## src/rtl/mc_main_ctrl_if.sv

```systemverilog
// Control-to-datapath bundle for the multi-cycle main controller.
// MC_MAIN_CTRL_PERF_EN adds the retired-instruction counter signal.
interface mc_main_ctrl_if;
    logic [6:0] opcode;
    logic       mem_ack;
    logic       branch_taken;
    logic [1:0] aluop;
    logic [1:0] alu_src_a;
    logic [1:0] alu_src_b;
    logic       pc_write;
    logic [1:0] pc_src;
    logic       ir_write;
    logic       mem_req;
    logic       mem_we;
    logic       iord;
    logic       reg_write;
    logic [1:0] wb_sel;
    logic       halted;
    logic       illegal;
    logic       bus_err;
`ifdef MC_MAIN_CTRL_PERF_EN
    logic [31:0] retired;

    modport master (
        input  opcode, mem_ack, branch_taken,
        output aluop, alu_src_a, alu_src_b, pc_write, pc_src, ir_write,
               mem_req, mem_we, iord, reg_write, wb_sel, halted, illegal,
               bus_err, retired
    );
    modport slave (
        output opcode, mem_ack, branch_taken,
        input  aluop, alu_src_a, alu_src_b, pc_write, pc_src, ir_write,
               mem_req, mem_we, iord, reg_write, wb_sel, halted, illegal,
               bus_err, retired
    );
`else
    modport master (
        input  opcode, mem_ack, branch_taken,
        output aluop, alu_src_a, alu_src_b, pc_write, pc_src, ir_write,
               mem_req, mem_we, iord, reg_write, wb_sel, halted, illegal,
               bus_err
    );
    modport slave (
        output opcode, mem_ack, branch_taken,
        input  aluop, alu_src_a, alu_src_b, pc_write, pc_src, ir_write,
               mem_req, mem_we, iord, reg_write, wb_sel, halted, illegal,
               bus_err
    );
`endif
endinterface

```

## src/rtl/mc_main_ctrl.sv

```systemverilog
// Multi-cycle RISC-V main control FSM with req/ack memory timeout.
// Optional MC_MAIN_CTRL_PERF_EN adds a retired-instruction counter.
module mc_main_ctrl #(
    parameter int unsigned MEM_TIMEOUT = 16,
    parameter int unsigned TO_W        = 8
) (
    input  logic           clk,
    input  logic           rst,
    mc_main_ctrl_if.master bus
);

    localparam logic [6:0] OP_RTYPE = 7'b0110011;
    localparam logic [6:0] OP_ITYPE = 7'b0010011;
    localparam logic [6:0] OP_LOAD  = 7'b0000011;
    localparam logic [6:0] OP_STORE = 7'b0100011;
    localparam logic [6:0] OP_BR    = 7'b1100011;
    localparam logic [6:0] OP_JAL   = 7'b1101111;
    localparam logic [6:0] OP_JALR  = 7'b1100111;
    localparam logic [6:0] OP_LUI   = 7'b0110111;
    localparam logic [6:0] OP_AUIPC = 7'b0010111;
    localparam logic [6:0] OP_SYS   = 7'b1110011;

    // Last count value before the limit; reaching it without an ack is the timeout.
    localparam logic [TO_W-1:0] TO_LIM = TO_W'((MEM_TIMEOUT == 32'd0) ? 32'd0 : MEM_TIMEOUT - 32'd1);

    typedef enum logic [3:0] {
        S_FETCH, S_DECODE, S_EXEC, S_AUIPC, S_WB_ALU, S_ADDR, S_MEM_RD,
        S_WB_MEM, S_MEM_WR, S_BRANCH, S_JAL, S_JALR, S_LUI, S_HALT
    } state_t;

    state_t          r_state;
    logic [TO_W-1:0] r_to_cnt;
    logic            r_illegal;
    logic            r_bus_err;
    logic            w_to_hit;

    logic [1:0] w_aluop, w_alu_src_a, w_alu_src_b, w_pc_src, w_wb_sel;
    logic       w_pc_write, w_ir_write, w_mem_req, w_mem_we, w_iord;
    logic       w_reg_write, w_halted;

    assign w_to_hit = (MEM_TIMEOUT != 32'd0) && (r_to_cnt == TO_LIM);

    // State, timeout counter and sticky error flags.
    always_ff @(posedge clk) begin
        if (!rst) begin
            r_state   <= S_FETCH;
            r_to_cnt  <= '0;
            r_illegal <= 1'b0;
            r_bus_err <= 1'b0;
        end else begin
            r_to_cnt <= '0;
            case (r_state)
                S_FETCH, S_MEM_RD, S_MEM_WR: begin
                    if (bus.mem_ack) begin
                        if (r_state == S_FETCH)       r_state <= S_DECODE;
                        else if (r_state == S_MEM_RD) r_state <= S_WB_MEM;
                        else                          r_state <= S_FETCH;
                    end else if (w_to_hit) begin
                        r_state   <= S_HALT;
                        r_bus_err <= 1'b1;
                    end else begin
                        r_to_cnt <= r_to_cnt + TO_W'(1);
                    end
                end
                S_DECODE: begin
                    case (bus.opcode)
                        OP_RTYPE, OP_ITYPE: r_state <= S_EXEC;
                        OP_LOAD, OP_STORE:  r_state <= S_ADDR;
                        OP_BR:              r_state <= S_BRANCH;
                        OP_JAL:             r_state <= S_JAL;
                        OP_JALR:            r_state <= S_JALR;
                        OP_LUI:             r_state <= S_LUI;
                        OP_AUIPC:           r_state <= S_AUIPC;
                        OP_SYS:             r_state <= S_HALT;
                        default: begin
                            r_state   <= S_HALT;
                            r_illegal <= 1'b1;
                        end
                    endcase
                end
                S_EXEC, S_AUIPC: r_state <= S_WB_ALU;
                S_ADDR:          r_state <= (bus.opcode == OP_STORE) ? S_MEM_WR : S_MEM_RD;
                S_WB_ALU, S_WB_MEM, S_BRANCH, S_JAL, S_JALR, S_LUI: r_state <= S_FETCH;
                default:         r_state <= S_HALT;
            endcase
        end
    end

    // Strobe and select decode; everything reads 0 while reset is asserted.
    always_comb begin
        w_aluop     = 2'b00;
        w_alu_src_a = 2'b00;
        w_alu_src_b = 2'b00;
        w_pc_write  = 1'b0;
        w_pc_src    = 2'b00;
        w_ir_write  = 1'b0;
        w_mem_req   = 1'b0;
        w_mem_we    = 1'b0;
        w_iord      = 1'b0;
        w_reg_write = 1'b0;
        w_wb_sel    = 2'b00;
        w_halted    = 1'b0;
        if (rst) begin
            case (r_state)
                S_FETCH: begin
                    w_mem_req   = 1'b1;
                    w_alu_src_b = 2'b10;
                    w_ir_write  = bus.mem_ack;
                    w_pc_write  = bus.mem_ack;
                end
                S_EXEC: begin
                    w_aluop     = 2'b10;
                    w_alu_src_a = 2'b10;
                    w_alu_src_b = (bus.opcode == OP_RTYPE) ? 2'b00 : 2'b01;
                end
                S_AUIPC: begin
                    w_alu_src_a = 2'b01;
                    w_alu_src_b = 2'b01;
                end
                S_WB_ALU: w_reg_write = 1'b1;
                S_ADDR: begin
                    w_alu_src_a = 2'b10;
                    w_alu_src_b = 2'b01;
                end
                S_MEM_RD: begin
                    w_mem_req = 1'b1;
                    w_iord    = 1'b1;
                end
                S_WB_MEM: begin
                    w_reg_write = 1'b1;
                    w_wb_sel    = 2'b01;
                end
                S_MEM_WR: begin
                    w_mem_req = 1'b1;
                    w_mem_we  = 1'b1;
                    w_iord    = 1'b1;
                end
                S_BRANCH: begin
                    w_aluop     = 2'b01;
                    w_alu_src_a = 2'b10;
                    w_pc_write  = bus.branch_taken;
                    w_pc_src    = 2'b01;
                end
                S_JAL, S_JALR: begin
                    w_reg_write = 1'b1;
                    w_wb_sel    = 2'b10;
                    w_pc_write  = 1'b1;
                    w_pc_src    = (r_state == S_JAL) ? 2'b01 : 2'b10;
                end
                S_LUI: begin
                    w_reg_write = 1'b1;
                    w_wb_sel    = 2'b11;
                end
                S_HALT:  w_halted = 1'b1;
                default: ;
            endcase
        end
    end

    assign bus.aluop     = w_aluop;
    assign bus.alu_src_a = w_alu_src_a;
    assign bus.alu_src_b = w_alu_src_b;
    assign bus.pc_write  = w_pc_write;
    assign bus.pc_src    = w_pc_src;
    assign bus.ir_write  = w_ir_write;
    assign bus.mem_req   = w_mem_req;
    assign bus.mem_we    = w_mem_we;
    assign bus.iord      = w_iord;
    assign bus.reg_write = w_reg_write;
    assign bus.wb_sel    = w_wb_sel;
    assign bus.halted    = w_halted;
    assign bus.illegal   = rst & r_illegal;
    assign bus.bus_err   = rst & r_bus_err;

`ifdef MC_MAIN_CTRL_PERF_EN
    logic        w_retire;
    logic [31:0] r_retired;

    // One count per instruction returning to FETCH; HALT never returns.
    assign w_retire = rst && ((r_state == S_WB_ALU) || (r_state == S_WB_MEM) ||
                              (r_state == S_BRANCH) || (r_state == S_JAL) ||
                              (r_state == S_JALR) || (r_state == S_LUI) ||
                              ((r_state == S_MEM_WR) && bus.mem_ack));

    always_ff @(posedge clk) begin
        if (!rst)          r_retired <= '0;
        else if (w_retire) r_retired <= r_retired + 32'd1;
    end

    assign bus.retired = r_retired;
`endif

endmodule

```

## src/flat_wrapper.sv

```systemverilog
// flat-port wrapper written by rule: the top's interface ports become plain ports
module mc_main_ctrl_flat 
#(
    parameter int unsigned MEM_TIMEOUT = 16,
    parameter int unsigned TO_W        = 8
)
  (clk, rst, bus_opcode, bus_mem_ack, bus_branch_taken, bus_aluop, bus_alu_src_a, bus_alu_src_b, bus_pc_write, bus_pc_src, bus_ir_write, bus_mem_req, bus_mem_we, bus_iord, bus_reg_write, bus_wb_sel, bus_halted, bus_illegal, bus_bus_err);
  mc_main_ctrl_if bus_i ();
  input  logic clk;
  input  logic rst;
  input wire logic [$bits(bus_i.opcode)-1:0] bus_opcode;
  input wire logic [$bits(bus_i.mem_ack)-1:0] bus_mem_ack;
  input wire logic [$bits(bus_i.branch_taken)-1:0] bus_branch_taken;
  output wire logic [$bits(bus_i.aluop)-1:0] bus_aluop;
  output wire logic [$bits(bus_i.alu_src_a)-1:0] bus_alu_src_a;
  output wire logic [$bits(bus_i.alu_src_b)-1:0] bus_alu_src_b;
  output wire logic [$bits(bus_i.pc_write)-1:0] bus_pc_write;
  output wire logic [$bits(bus_i.pc_src)-1:0] bus_pc_src;
  output wire logic [$bits(bus_i.ir_write)-1:0] bus_ir_write;
  output wire logic [$bits(bus_i.mem_req)-1:0] bus_mem_req;
  output wire logic [$bits(bus_i.mem_we)-1:0] bus_mem_we;
  output wire logic [$bits(bus_i.iord)-1:0] bus_iord;
  output wire logic [$bits(bus_i.reg_write)-1:0] bus_reg_write;
  output wire logic [$bits(bus_i.wb_sel)-1:0] bus_wb_sel;
  output wire logic [$bits(bus_i.halted)-1:0] bus_halted;
  output wire logic [$bits(bus_i.illegal)-1:0] bus_illegal;
  output wire logic [$bits(bus_i.bus_err)-1:0] bus_bus_err;
  assign bus_i.opcode = bus_opcode;
  assign bus_i.mem_ack = bus_mem_ack;
  assign bus_i.branch_taken = bus_branch_taken;
  assign bus_aluop = bus_i.aluop;
  assign bus_alu_src_a = bus_i.alu_src_a;
  assign bus_alu_src_b = bus_i.alu_src_b;
  assign bus_pc_write = bus_i.pc_write;
  assign bus_pc_src = bus_i.pc_src;
  assign bus_ir_write = bus_i.ir_write;
  assign bus_mem_req = bus_i.mem_req;
  assign bus_mem_we = bus_i.mem_we;
  assign bus_iord = bus_i.iord;
  assign bus_reg_write = bus_i.reg_write;
  assign bus_wb_sel = bus_i.wb_sel;
  assign bus_halted = bus_i.halted;
  assign bus_illegal = bus_i.illegal;
  assign bus_bus_err = bus_i.bus_err;
  mc_main_ctrl #(.MEM_TIMEOUT(MEM_TIMEOUT), .TO_W(TO_W)) u_core (.clk(clk), .rst(rst), .bus(bus_i));
endmodule
```

## config.mk

```make
export PLATFORM = sky130hd
export DESIGN_NAME = mc_main_ctrl_flat
export DESIGN_NICKNAME = d
export VERILOG_FILES = /design/src/rtl/mc_main_ctrl_if.sv /design/src/rtl/mc_main_ctrl.sv /design/src/flat_wrapper.sv
export SDC_FILE = /design/constraint.sdc
export NUM_CORES = 1
export LEC_CHECK = 0
export CAP_MARGIN = 20
export CELL_PAD_IN_SITES_DETAIL_PLACEMENT = 0
export CELL_PAD_IN_SITES_GLOBAL_PLACEMENT = 1
export CORE_ASPECT_RATIO = 2
export CORE_UTILIZATION = 34
export DETAILED_ROUTE_END_ITERATION = 10
export HOLD_SLACK_MARGIN = 0.1
export PLACE_DENSITY_LB_ADDON = 0.08
export SETUP_SLACK_MARGIN = 0.05
export SYNTH_ARGS = -nofsm -noshare
export SYNTH_HDL_FRONTEND = slang
export SYNTH_SLANG_ARGS = --single-unit
```

## constraint.sdc

```tcl
create_clock -name clk -period 1.8 [get_ports clk]
set_input_delay 0.36 -clock clk [delete_from_list [all_inputs] [get_ports clk]]
set_output_delay 0.36 -clock clk [all_outputs]
set_load 0.05 [all_outputs]
```

Word level (Yosys, flattened, before mapping)
Cells that the tools add are included.
Word-level totals
  bits in registers: 14
  latch bits: 0
  memory bits (writable): 0
  memory bits (read-only): 0
  output and inout bits: 19
  memories kept: 0
Cells by class
  add/sub/neg operators: 1
  multiply operators: 0
  divide/modulo/power cells: 0
  order comparisons: 0
  equal/unequal tests: 25
  shift-type cells: 0
  mux-type cells: 33
  bitwise logic cells: 6
  reduce and logical (&&, ||, !) cells: 15
Operator list (count)
  7-bit equality test (second input constant): 4
  4-bit one-hot mux with 7 select lines: 1
  4-bit equality test (second input constant): 6
  7-bit by 6-bit equality test with 1-bit output (second input constant): 3
  4-bit one-hot mux with 5 select lines: 1
  4-bit by 3-bit equality test with 1-bit output (second input constant): 4
  4-bit two-way mux: 4
  7-bit by 5-bit equality test with 1-bit output (second input constant): 2
  1-bit two-way mux: 14
  2-bit two-way mux: 6
  2-bit one-hot mux with 2 select lines: 3
  2-bit one-hot mux with 3 select lines: 2
  2-bit OR reduction: 6
  10-bit OR reduction: 1
  8-bit by 1-bit adder with 8-bit output (second input constant): 1
  4-bit by 2-bit equality test with 1-bit output (second input constant): 2
  8-bit by 4-bit equality test with 1-bit output (second input constant): 1
  7-bit by 2-bit equality test with 1-bit output (second input constant): 1
  3-bit OR reduction: 2
  6-bit OR reduction: 1
  5-bit OR reduction: 1
  4-bit by 1-bit equality test with 1-bit output (second input constant): 1
  4-bit logical NOT: 1
  1-bit NOT: 4
  7 further kinds: 8

Longest topological paths before layout
Gate-level depths: netlist of run 1.
  depth in word-level cells: 5
  gate-level depth with buffers: 6

Worst setup path before layout of run 1
No wires, ideal clock.
  path type: reg-to-output
  start point: register u_core.r_state[1]
  end point: output bus_ir_write
  data arrival time: 2757 ps
  data required time: 1440 ps
  setup slack: -1317 ps
  cell stages (with the launch flop): 5
  path buffers: 2
  path through: dfxtp_1 -> buf_6 -> buf_2 -> nor4_1 -> and2_1
On the way
  cells in the longest elaborated chain, start to end: 3
RTL lines
  from (decl): line mc_main_ctrl.sv:31  | state_t r_state;
  from (signal assigned): line mc_main_ctrl.sv:82  | S_ADDR: r_state <= (bus.opcode == OP_STORE) ? S_MEM_WR : S_MEM_RD;
  4-bit logical NOT: line mc_main_ctrl.sv:104  | case (r_state)
  1-bit two-way mux: line mc_main_ctrl.sv:104
  1-bit two-way mux: line mc_main_ctrl.sv:103  | if (rst) begin
  to (decl): line flat_wrapper.sv:19  | output wire logic [$bits(bus_i.ir_write)-1:0] bus_ir_write;
No other way between the ends.

Worst setup path after layout of run 1
  start point: register u_core.r_state[2]
  end point: output bus_pc_src[0]
On the way
  cells in the longest elaborated chain, start to end: 4
  elaborated cells on any way between the ends: 7
  those cells by class: 3 x eq/ne; 3 x mux; 1 x reduce/logical
RTL lines
  4-bit equality test (on tied branches): line mc_main_ctrl.sv:104, mc_main_ctrl.sv:148
  2-bit two-way mux / 2-bit OR reduction (equally long branches)
  2-bit one-hot mux with 2 select lines (*): line mc_main_ctrl.sv:104
  2-bit two-way mux (*): line mc_main_ctrl.sv:103
  to (decl): line flat_wrapper.sv:18  | output wire logic [$bits(bus_i.pc_src)-1:0] bus_pc_src;
Every way passes the cells marked *; elsewhere a longest branch is shown, timed or not.

==> results.json, run 1 <==
{
  "outcome": "finished, final reports clean",
  "hold_viol": 0,
  "n_antenna_cell": 0,
  "worstSetupPathType": "reg2out",
  "cts_buffers": 3,
  "die_h_um": 82.4,
  "worst_pin_slew_ns": 0.270,
  "synth-seq-cells": 14,
  "ys_warn_count": 0,
  "core_area_um2": 3010,
  "grt_max_degree": 13,
  "ioPinCount": 30,
  "reg2reg_to": "u_core.r_state[3]",
  "crit_arrival_ns": 1.43,
  "grt_pass1_vias": 1394,
  "p_per_area_nw_per_um2": 932,
  "htree_num_levels": 1,
  "critPathMaxFanout": 7,
  "root_buffer": "clkbuf_8",
  "first_iter_violations": 12,
  "globalplace.congestion": 0.743,
  "route.detailed.drc": 0,
  "syn_avg_cell_area_um2": 7.37,
  "skew_ns": 0.00119,
  "drt_wl_total_um": 3670,
  "hold_path_class": "reg2reg",
  "final_common_cell": "buf_4",
  "max-vdd-ir-drop_mv": 0.630,
  "cts_tree": "done",
  "cp-endpoint": "bus_pc_src[0]",
  "rr_worst_depth": 6,
  "ctsLongestPathBuffers": 2,
  "viasPerCell": 5.59,
  "grt_antenna_before_repair": 0,
  "synth_area_leaders": "dfxtp_1 26%, nor2_1 7.2%, nand2_1 5.1%",
  "min_period_ns": 1.79,
  "dieArea_um2": 3480,
  "ys_seq_area_share_pct": 25.5,
  "area_delta_synth_final_pct": 96.7,
  "critPathLaunchType": "flop",
  "nNetsFinal": 228,
  "rows": 28,
  "regArea_um2": 295,
  "netlist-cell-type-count": 49,
  "setup_ws_ns": 0.00763,
  "multi_input_area_um2": 960,
  "endpoint_kind": "output pin",
  "via_count": 1364,
  "clk_pin_slew_ns": 0.05,
  "synth_edf_count": 0,
  "cp.required_ns": 1.44,
  "p_leak_nw": 0.858,
  "reg2reg_from": "u_core.r_state[0]",
  "fin_util_pct": 71.7,
  "grt_pass1_wl_um": 6150,
  "ys.flop_type": "dfxtp_1",
  "synth_nets": 161,
  "drive_gt1_share_pct": 49.5,
  "drv_slew": 0,
  "clock_latency_ns": 0.24,
  "dp_slack_ns": -0.225,
  "whs_path_depth": 1,
  "hpwl_um": 2780,
  "fin_crit_sh_pct": 99.6,
  "drt-pass1-iter-count": 4,
  "syn_area_um2": 1100,
  "ant_nets": 0,
  "synth_area_leader_cell": "dfxtp_1",
  "cap_violations": 0,
  "startpoint": "u_core.r_state[2]",
  "grt_overflow": 0,
  "wl_per_cell_um": 15.1,
  "layout_common_cells": "32 x buf_4, 19 x buf_12, 13 x nand2_1",
  "die_w_um": 42.2,
  "synthArstFlopShare_pct": 0,
  "fillers": 238,
  "netlist.area_leader.share_pct": 25.5,
  "relSlewSlack_pct": 81.9,
  "gr-usage-all-layers_pct": 22.4,
  "reg2reg_slack_ns": 0.20,
  "port_buffers": 29,
  "finalSetupViolCount": 0,
  "rsz0062_at_grt": "true",
  "syn_inst": 149,
  "initial_utilization_pct": 36.5,
  "cts_sinks": 14,
  "hold_slack_ns": 0.461,
  "maxClockFrequency_mhz": 558
}
[final cells by class]
class	instances	share of cell area (%)
clock buffer	3	1.91
timing repair buffer	70	37.2
sequential	14	13.7
inverter	6	1.04
multi-input combinational	121	44.4
tap	30	1.74
[synthesized netlist by cell type (2+ instances only)]
master	count
inv_1	6
o21a_1	3
and3b_1	2
dfxtp_1	14
nand2_1	15
nor2_1	21
o21ai_0	2
nand3b_1	4
xnor2_1	4
o311a_1	2
buf_2	5
nor3_1	6
and2_1	4
nor2b_1	2
xor2_1	3
nand3_1	6
nor4_1	3
a21oi_1	8
clkbuf_1	2
nand2b_1	5
a211oi_1	3
a22oi_1	2
[where the power goes]
group / internal, mW / switching, mW
clock network: 0.147 / 0.0965
registers: 0.360 / 0.0697
logic: 0.657 / 0.683
[metrics by stage]
stage | cells | TNS (ns) | area, um2 | power (mW)
2_1_floorplan | 149 | -0.515 | 1200 | 1.06
3_3_place_gp | 234 | -2.51 | 1920 | 1.53
3_5_place_dp | 234 | -2.75 | 1920 | 1.55
4_1_cts | 243 | -0.0579 | 2140 | 1.99
5_1_grt | 244 | -0.155 | 2160 | 2.12
6_report | 244 | 0 | 2160 | 2.01
[critical path: stages (launching register included)]
cell and delay (ns):
dfxtp_4 0.37, buf_6 0.14, nand2b_4 0.16, buf_6 0.15, nor3b_4 0.21, buf_12 0.16
[sequential cells by signal, summed over array words and instances, names as in the netlist]
register,cells
u_core.r_illegal,1
u_core.r_bus_err,1
u_core.r_to_cnt,8
u_core.r_state,4
[repair_timing]
item                                    4_1_cts  5_1_grt
setup buffers                                 6        1
resized for setup                            49        8
endpoints found under the setup margin       19       15
hold buffers                                  0        0
pin swaps                                    16       15
[logic make-up (layout without fill, tap and decap cells)]
| family | Yosys count | after routing | share of synthesized area (%) |
|---|---|---|---|
| muxes | 1 | 1 | 0.911 |
| buffers and inverters | 14 | 79 | 6.04 |
| AOI/OAI and AO/OA | 33 | 33 | 21.8 |
| xor gates and xnor gates | 7 | 7 | 5.58 |
| and+or+nand+nor | 79 | 79 | 39.1 |
| DFF | 14 | 14 | 25.5 |
| adders and majority gates | 1 | 1 | 1.14 |
[per-layer routing]
| layer | track usage, % | part of all wire [%] | up-vias |
|---|---|---|---|
| met3 | 0.870 | 1.7 | 8 |
| met4 | 7.81 | 2.5 | 0 |
| li1 | - | - | 678 |
| met1 | 21.1 | 34 | 655 |
| met2 | 48.5 | 62 | 23 |
| met5 | 0 | 0 | - |
[how the worst min path moves through the flow]
stage	start	end	slack, ns
3_3_place_gp	u_core.r_bus_err	u_core.r_bus_err	0.44
6_report	u_core.r_illegal	u_core.r_illegal	0.46
3_5_place_dp	u_core.r_illegal	u_core.r_illegal	0.45
4_1_cts	u_core.r_illegal	u_core.r_illegal	0.47
2_1_floorplan	u_core.r_to_cnt[0]	u_core.r_to_cnt[0]	0.43
5_1_grt	u_core.r_illegal	u_core.r_illegal	0.48
Power figures use the tool's default switching activity.
==> run 2: changes to the inputs <==
- CORE_UTILIZATION: 34 -> 30
- clock period: 1.8 -> 1.6 ns (I/O delays scaled with it)
==> results.json, run 2 (same netlist as run 1, synthesis figures left out) <==
{
  "skew_ns": 0.00389,
  "ant_nets": 0,
  "ctsLongestPathBuffers": 2,
  "cap_violations": 0,
  "cp_slowest_cell": "dfxtp_4",
  "grt_overflow": 0,
  "nNetsFinal": 242,
  "initial_utilization_pct": 31.8,
  "drt_wl_total_um": 3980,
  "route.detailed.drc": 0,
  "root_buffer": "clkbuf_8",
  "clock_latency_ns": 0.24,
  "post-route-cell-area_um2": 2490,
  "die_h_um": 87.6,
  "crit_path_cell_trace": "buf_6 -> inv_8 -> or3_4 -> a21oi_4 -> buf_12",
  "setup_ws_ns": -0.178,
  "core_area_um2": 3450,
  "grt_antenna_before_repair": 0,
  "combPwrFrac_pct": 69.6,
  "globalplace.congestion": 0.818,
  "finalSetupViolCount": 17,
  "worst_pin_slew_ns": 0.300,
  "cp_top_family": "flip-flops",
  "critPathLaunchType": "flop",
  "largestRegisters": "u_core.r_to_cnt x8, u_core.r_state x4",
  "first_iter_violations": 23,
  "gr-usage-all-layers_pct": 21.4,
  "critPathBufInv": 3,
  "layout_common_cells": "34 x buf_4, 20 x buf_12, 17 x buf_6",
  "switchingPower_mw": 1.10,
  "n_antenna_cell": 0,
  "port_buffers": 29,
  "drive_gt1_share_pct": 55.5,
  "dieArea_um2": 3920,
  "fin_crit_sh_pct": 111,
  "cts_buffers": 3,
  "dp_slack_ns": -0.454,
  "crit_arrival_ns": 1.46,
  "cts_sinks": 14,
  "p_per_area_nw_per_um2": 1080,
  "die_w_um": 44.8,
  "grt_pass1_wl_um": 6330,
  "intPower_mw": 1.59,
  "power_frac_seq_pct": 18.0,
  "regMostFlops": "u_core.r_to_cnt",
  "hold_buffers": 0,
  "instances_no_fill": 277,
  "dpl-instance-area_um2": 2020,
  "via_count": 1411,
  "drv_slew": 0,
  "hpwl_um": 2860,
  "hold_path_class": "reg2reg",
  "rows": 30,
  "hold_viol": 0,
  "relSlewSlack_pct": 79.9,
  "viasPerCell": 5.09,
  "area_delta_synth_final_pct": 127,
  "violations": "setup timing",
  "wl_per_cell_um": 14.4,
  "max_stage_delay_ns": 0.41,
  "fillers": 262,
  "ioPinCount": 30,
  "place_inst": 257,
  "cts_tree": "done",
  "largest_reg_flops": 8,
  "p_leak_nw": 1.00,
  "clock_power_share_pct": 12.4,
  "outcome": "finished with violations",
  "cp.required_ns": 1.28,
  "max-vdd-ir-drop_mv": 1.01,
  "clk_pin_slew_ns": 0.06,
  "drt-pass1-iter-count": 4,
  "hold_slack_ns": 0.460,
  "grt_pass1_vias": 1461,
  "maxClockFrequency_mhz": 563,
  "critPathMaxFanout": 6,
  "switching_share_pct": 40.8,
  "htree_num_levels": 1,
  "final_common_cell": "buf_4",
  "grt_max_degree": 10,
  "rsz0062_at_grt": "true",
  "finalSetupTns_ns": -1.61,
  "endpoint_kind": "output pin",
  "worstSetupPathType": "reg2out",
  "min_period_ns": 1.78
}
run 2: cell types whose count changed in the layout (fill, tap and decap cells not counted), moves of 3 or more:
| cell | change |
|---|---|
| nor2_2 | -4 |
| a21oi_2 | -3 |
| a21oi_4 | +3 |
| buf_6 | +9 |
| nor2_4 | +3 |
run 2: worst register-to-register path: stages (launching register included):
cell,delay (ns)
dfxtp_4,0.38
buf_2,0.17
buf_4,0.15
or4_4,0.47
o311a_1,0.15
o21ai_2,0.06
o221a_1,0.17
run 2: through the flow:
| stage | total power [mW] | utilization (%) |
|---|---|---|
| floorplan | 1.25 | - |
| global placement | 1.81 | 58.4 |
| detailed placement | 1.82 | 58.4 |
| CTS | 2.54 | 69.0 |
| global route | 2.81 | 72.1 |
| finish | 2.69 | 72.1 |
run 2: final timing paths:
check	startpoint	end	slack [ns]	depth (start not counted)
min	u_core.r_bus_err	u_core.r_bus_err	0.46	1
min reg2reg	u_core.r_bus_err	u_core.r_bus_err	0.46	1
max reg2reg	u_core.r_state[0]	u_core.r_state[3]	-0.01	6
max	u_core.r_state[0]	bus_wb_sel[0]	-0.18	5
run 2: what timing repair did:
item	in CTS	in global routing
gates cloned	0	0
buffers inserted	11	5
pin swaps	19	12
endpoints found under the setup margin	23	28
resized for setup	63	19
run 2: layout make-up:
| class | instances | area [um2] | share of cell area, % |
|---|---|---|---|
| clock buffers | 4 | 55.1 | 2.21 |
| well taps | 48 | 60.1 | 2.41 |
| inverters | 6 | 35.0 | 1.41 |
| repair buffers | 84 | 976 | 39.2 |
| flip-flops and latches | 14 | 295 | 11.9 |
| multi-input cells | 121 | 1070 | 42.9 |
run 2: power groups by stage:
stage | registers, mW | clock network, mW | logic, mW
after floorplan | 0.432 | 0 | 0.819
final | 0.483 | 0.334 | 1.87
after global placement | 0.470 | 0 | 1.34
after CTS | 0.466 | 0.343 | 1.73
after global routing | 0.490 | 0.352 | 1.97
after detailed placement | 0.471 | 0 | 1.35
run 2: layer usage:
layer,global-route usage (%),part of all wire (%),wire [um]
met4,10.5,3.6,144
met1,20.4,34,1350
met3,1.44,1.7,68
met5,0,0,0
met2,42.8,61,2410
